$ cat config.mk
export PLATFORM = sky130hd
export DESIGN_NAME = instr_encoder
export DESIGN_NICKNAME = d
export VERILOG_FILES = /design/src/rtl/instr_encoder.sv
export SDC_FILE = /design/constraint.sdc
export NUM_CORES = 1
export LEC_CHECK = 0
export CAP_MARGIN = 5
export CORE_MARGIN = 2
export CORE_UTILIZATION = 44
export CTS_BUF_LIST = sky130_fd_sc_hd__clkbuf_8 sky130_fd_sc_hd__clkbuf_16
export CTS_CLUSTER_DIAMETER = 100
export DETAILED_ROUTE_END_ITERATION = 12
export PLACE_DENSITY_LB_ADDON = 0.3
export SYNTH_ARGS = -nofsm -noshare
export SYNTH_HDL_FRONTEND = slang
export SYNTH_SLANG_ARGS = --single-unit
$ cat constraint.sdc
create_clock -name clk -period 7.54 [get_ports clk]
set_input_delay 1.508 -clock clk [delete_from_list [all_inputs] [get_ports clk]]
set_output_delay 1.508 -clock clk [all_outputs]
set_load 0.02 [all_outputs]
$ cat src/rtl/instr_encoder.sv
// instr_encoder: turns mnemonic-level requests into 32-bit instruction words,
// expands LI into a MOV/MOVT pair and queues the words in a small FIFO.
// Optional feature macro: INSTR_ENC_ERR_COUNT_EN adds a saturating err_count output.
module instr_encoder #(
  parameter int DEPTH = 4,
  parameter int CW    = $clog2(DEPTH) + 1
) (
  input  logic          clk,
  input  logic          rst,
  input  logic          in_valid,
  output logic          in_ready,
  input  logic [3:0]    in_op,
  input  logic          in_reg_form,
  input  logic [2:0]    in_rd,
  input  logic [2:0]    in_rn,
  input  logic [2:0]    in_rm,
  input  logic [31:0]   in_imm,
  output logic          out_valid,
  input  logic          out_ready,
  output logic [31:0]   instruction,
  output logic          err_illegal,
`ifdef INSTR_ENC_ERR_COUNT_EN
  output logic [7:0]    err_count,
`endif
  output logic [CW-1:0] fifo_count
);

  localparam int AW = $clog2(DEPTH);

  typedef enum logic [0:0] {IDLE, LI_HI} state_t;

  state_t        state_reg, state_next;
  logic [2:0]    li_rd_reg;
  logic [15:0]   li_hi_reg;
  logic          li_load;
  logic          illegal_accept;
  logic          err_illegal_reg;

  logic [31:0]   enc_word;
  logic [3:0]    alu_sub;
  logic          op_legal;
  logic          op_is_li;

  logic          push, pop, full;
  logic [31:0]   push_word;
  logic [AW-1:0] wr_ptr_reg, rd_ptr_reg;
  logic [CW-1:0] count_reg, count_next;
  logic [31:0]   fifo_words [DEPTH];

  // Field order: [31]=0, reg-form, ALU class, sub-op, rd, rn, rm, imm16.
  function automatic logic [31:0] pack_word(input logic reg_form, input logic alu,
                                            input logic [3:0] sub_op, input logic [2:0] rd,
                                            input logic [2:0] rn, input logic [2:0] rm,
                                            input logic [15:0] imm);
    return {1'b0, reg_form, alu, sub_op, rd, rn, rm, imm};
  endfunction

  // ADD..XOR map onto ALU sub-ops 1..5 in mnemonic order.
  assign alu_sub = in_op - 4'd3;

  // Encode the current request; LI yields its lower MOV half here.
  always_comb begin
    enc_word = '0;
    op_legal = 1'b1;
    op_is_li = 1'b0;
    case (in_op)
      4'd0: enc_word = pack_word(1'b0, 1'b0, 4'd0, in_rd, 3'd0, 3'd0, in_imm[15:0]);
      4'd1: enc_word = pack_word(1'b0, 1'b0, 4'd1, in_rd, 3'd0, 3'd0, in_imm[15:0]);
      4'd2: enc_word = pack_word(1'b0, 1'b0, 4'd2, in_rd, 3'd0, 3'd0, 16'd0);
      4'd3: enc_word = pack_word(1'b0, 1'b0, 4'd3, in_rd, 3'd0, 3'd0, 16'd0);
      4'd4, 4'd5, 4'd6, 4'd7, 4'd8: begin
        if (in_reg_form)
          enc_word = pack_word(1'b1, 1'b1, alu_sub, in_rd, in_rn, in_rm, 16'd0);
        else
          enc_word = pack_word(1'b0, 1'b1, alu_sub, in_rd, in_rn, 3'd0, in_imm[15:0]);
      end
      // NOT is unary: always reg-form with an empty rm slot.
      4'd9: enc_word = pack_word(1'b1, 1'b1, 4'd6, in_rd, in_rn, 3'd0, 16'd0);
      4'd10: begin
        enc_word = pack_word(1'b0, 1'b0, 4'd0, in_rd, 3'd0, 3'd0, in_imm[15:0]);
        op_is_li = 1'b1;
      end
      default: op_legal = 1'b0;
    endcase
  end

  // Next-state, request handshake and FIFO push selection.
  always_comb begin
    state_next     = state_reg;
    in_ready       = 1'b0;
    push           = 1'b0;
    push_word      = enc_word;
    li_load        = 1'b0;
    illegal_accept = 1'b0;
    case (state_reg)
      IDLE: begin
        in_ready = !full && !rst;
        if (in_valid && in_ready) begin
          if (!op_legal) begin
            illegal_accept = 1'b1;
          end else begin
            push = 1'b1;
            if (op_is_li) begin
              li_load    = 1'b1;
              state_next = LI_HI;
            end
          end
        end
      end
      LI_HI: begin
        push_word = pack_word(1'b0, 1'b0, 4'd1, li_rd_reg, 3'd0, 3'd0, li_hi_reg);
        if (!full) begin
          push       = 1'b1;
          state_next = IDLE;
        end
      end
      default: state_next = IDLE;
    endcase
  end

  // State register, LI upper-half latch and illegal-op pulse.
  always_ff @(posedge clk) begin
    if (rst) begin
      state_reg       <= IDLE;
      li_rd_reg       <= '0;
      li_hi_reg       <= '0;
      err_illegal_reg <= 1'b0;
    end else begin
      state_reg       <= state_next;
      err_illegal_reg <= illegal_accept;
      if (li_load) begin
        li_rd_reg <= in_rd;
        li_hi_reg <= in_imm[31:16];
      end
    end
  end

  assign err_illegal = err_illegal_reg;

`ifdef INSTR_ENC_ERR_COUNT_EN
  logic [7:0] err_count_reg;

  // Saturating count of accepted illegal ops.
  always_ff @(posedge clk) begin
    if (rst)
      err_count_reg <= '0;
    else if (illegal_accept && err_count_reg != 8'hFF)
      err_count_reg <= err_count_reg + 8'd1;
  end

  assign err_count = err_count_reg;
`endif

  // Fullness uses the registered count only, so a same-cycle pop never frees a slot early.
  assign full      = (count_reg == CW'(DEPTH));
  assign out_valid = (count_reg != '0);
  assign pop       = out_valid && out_ready;

  // Occupancy update: simultaneous push and pop leaves the count unchanged.
  always_comb begin
    count_next = count_reg;
    case ({push, pop})
      2'b10:   count_next = count_reg + CW'(1);
      2'b01:   count_next = count_reg - CW'(1);
      default: count_next = count_reg;
    endcase
  end

  // FIFO pointers and occupancy; pointers wrap naturally at DEPTH.
  always_ff @(posedge clk) begin
    if (rst) begin
      wr_ptr_reg <= '0;
      rd_ptr_reg <= '0;
      count_reg  <= '0;
    end else begin
      if (push) wr_ptr_reg <= wr_ptr_reg + AW'(1);
      if (pop)  rd_ptr_reg <= rd_ptr_reg + AW'(1);
      count_reg <= count_next;
    end
  end

  genvar gi;
  generate
    for (gi = 0; gi < DEPTH; gi++) begin : g_entry
      logic [31:0] entry_reg;

      // Storage slot; contents are don't-care until written, the empty flag masks them.
      always_ff @(posedge clk) begin
        if (push && wr_ptr_reg == AW'(gi))
          entry_reg <= push_word;
      end

      assign fifo_words[gi] = entry_reg;
    end
  endgenerate

  assign instruction = out_valid ? fifo_words[rd_ptr_reg] : 32'd0;
  assign fifo_count  = count_reg;

endmodule

==> reports/results.ini <==
[finish]
final_cells=698
antenna_cells=0
final_common_cell=edfxtp_1
nets=562
area_growth_syn_to_layout_pct=25.11
layout-drive-gt1-share_pct=15.37
layout_common_cells=edfxtp_1, clkdlybuf4s50_1, nor2_1
largest_reg_flops=124

[timing]
max_slew_margin_pct=26.15
finClkSkew_ps=8.692
tightestPinTransition_ps=1108
fin_crit_sh_pct=62.08
min_period_ps=4681
final_hold_viol_count=0
hold_slack_ps=494.1
finalMaxSlewViolations=0
fmaxAchievable_mhz=213.6
tns_ps=0
finalSetupViolCount=0
rsz0062_at_grt=false

[power_and_ir_drop]
p_comb_share_pct=23.5
intPower_w=0.001785
power.switching_w=0.0006260
p_per_area_mw_per_mm2=295.7
ir_worst_vdd_mv=0.1771
power.share.clock_pct=36.3
p_seq_share_pct=40.3
p_leak_nw=2.814
swShare_pct=25.96

[clock_network]
insertion_delay_ps=410
htree_num_levels=4
clkTransAtPathRegs_ps=60
cts_tree=yes
postCtsSetupRepairBufs=0
cts_root_buffer=clkbuf_16
cts_buffers=17
cts-hold-fix-buffers=0
postCtsResizedCells=0
cts.sinks=152
clock_path_buffers=2

[detailed_routing]
wirelength_um=12560
drt-initial-drc-count=354
drt_pass1_iterations=4
drc=0
wl_per_cell_um=17.99
vias_per_cell=5.318
vias=3712
drtAntennaViolNets=0

[global_routing]
grt_pass1_vias=3908
track_usage_pct=16.69
grt_first_pass_wirelength_um=20310
grt_start_max_net_pins=36
globalRouteOverflowTotal=0
antenna_found_initial=0

[setup_path]
reg2reg_to=fifo_count[2]
crit_fanout=9
r2r-start=state_reg
critical_path_class=primary input to flip-flop
worst_r2r_path_depth=9
worstSetupStartpointType=primary input
r2r_slack_ps=4140
cp-end-kind=flip-flop
cp.arrival_ps=5030
worstPathRequired_ps=7890

[hold_path]
whs_path_depth=2
min_from=li_hi_reg[8]
hold_end=li_hi_reg[8]
hold_path.class=flip-flop to flip-flop

[floorplanning]
io_pins=88
rows=44
die_x_um=125.7
die_area_mm2=0.01580
die_y_um=125.7
coreArea_mm2=0.01448
start_util_pct=45.01

[place]
portBuffers=86
dpl.cell_count=666
place.gp.congestion=0.7722
dp_hpwl_um=7685

[outcome]
status=finished, final reports clean

[logic_synthesis]
ys_seq_elements=152
syn_area_per_cell_um2=15.59
synth_edf_count=124
synthCells=418
yosysWarnings=0
synth_top_area_cell=edfxtp_1
synthArstFlopShare_pct=0
synth_top_cells_by_area=edfxtp_1, mux4_2, dfxtp_1
synthesis.area_mm2=0.006518
syn_nets=479
yosysUniqueCellTypes=40
synthFlopType=edfxtp_1
ys_seq_area_share_pct=65.73
synth_top_area_share_pct=57.13

[job]
drv_cap=0

==> final cells by class <==
class,count,area [µm²]
Clock inverter,14,180.2
Tap cell,184,230.2
Clock buffer,18,439.2
Sequential cell,152,4288
Fill cell,1124,6325
Inverter,10,37.54
Multi-Input combinational cell,231,2096
Timing Repair Buffer,89,883.3
==> routing by layer <==
layer  up-vias  part of all wire (%)  GRT usage, %
li1       1727                     -             -
met5         -                     0             0
met2        92                    50         26.84
met1      1882                    45         22.73
met4         0                   1.1         5.229
met3        11                   3.8         3.951
==> metrics by stage <==
step | total power (W) | cell area (µm²) | util [%] | setup slack, ps
3_3_place_gp | 0.001562 | 7535 | 52.04 | 2583
2_1_floorplan | 0.001328 | 6518 | - | 3101
3_5_place_dp | 0.001566 | 7535 | 52.04 | 2459
5_1_grt | 0.002511 | 8154 | 56.32 | 2573
6_report | 0.002411 | 8154 | 56.32 | 2859
4_1_cts | 0.002435 | 8154 | 56.32 | 2881
==> worst max-delay path, cell delays in order <==
cell and delay (ps):
clkdlybuf4s50_1 550, inv_1 90, ha_1 290, nor4_1 290, o21ai_0 260, a32oi_2 680
ha_1 310, inv_1 70, fa_1 380, xor2_1 160, or3_1 310, a21oi_1 140
==> power groups by stage <==
stage / logic (W) / registers (W) / clock network (W)
after floorplan: 0.000362 / 0.000966 / 0
after global placement: 0.000571 / 0.000990 / 0
after detailed placement: 0.000575 / 0.000991 / 0
after CTS: 0.000576 / 0.000973 / 0.000886
after global routing: 0.000610 / 0.000978 / 0.000923
final: 0.000565 / 0.000971 / 0.000875
==> worst max path at each step <==
stage | startpoint | endpoint | cells past startpoint | slack (ps)
finish | in_op[1] | fifo_count[2] | 12 | 2860
global route | in_op[0] | fifo_count[2] | 12 | 2570
CTS | in_op[1] | fifo_count[2] | 12 | 2880
detailed placement | in_op[1] | fifo_count[2] | 12 | 2460
global placement | in_op[1] | fifo_count[2] | 12 | 2580
floorplan | in_op[0] | g_entry[0].entry_reg[0] | 7 | 3100
==> logic make-up after synthesis <==
logic type                 count (synthesis)  synth area share (%)
AOI/OAI and AO/OA                         20                 2.361
DFF                                      152                 65.73
and+or+nand+nor                          127                 10.10
xor gates and xnor gates                   4                0.5376
other                                      1               0.05754
adders and majority gates                 11                 2.227
muxes                                     68                 16.41
buffers and inverters                     35                 2.572
==> synthesized netlist by cell type, types with 2 or more instances <==
library cell and n:
buf_6 2, o21ai_0 7, buf_2 5, ha_1 10, a22oi_1 2, mux4_2 31, edfxtp_1 124, buf_1 5
buf_4 3, nor3b_1 2, xor2_1 3, and2_1 40, nand2_1 5, nand3_1 6, mux2i_1 36, or3_1 2
inv_1 10, dfxtp_1 28, nor2_1 46, nor3_1 11, a21oi_1 5, clkbuf_1 9, nand2b_1 4, nor2b_1 6
(Power assumes the default switching activity.)
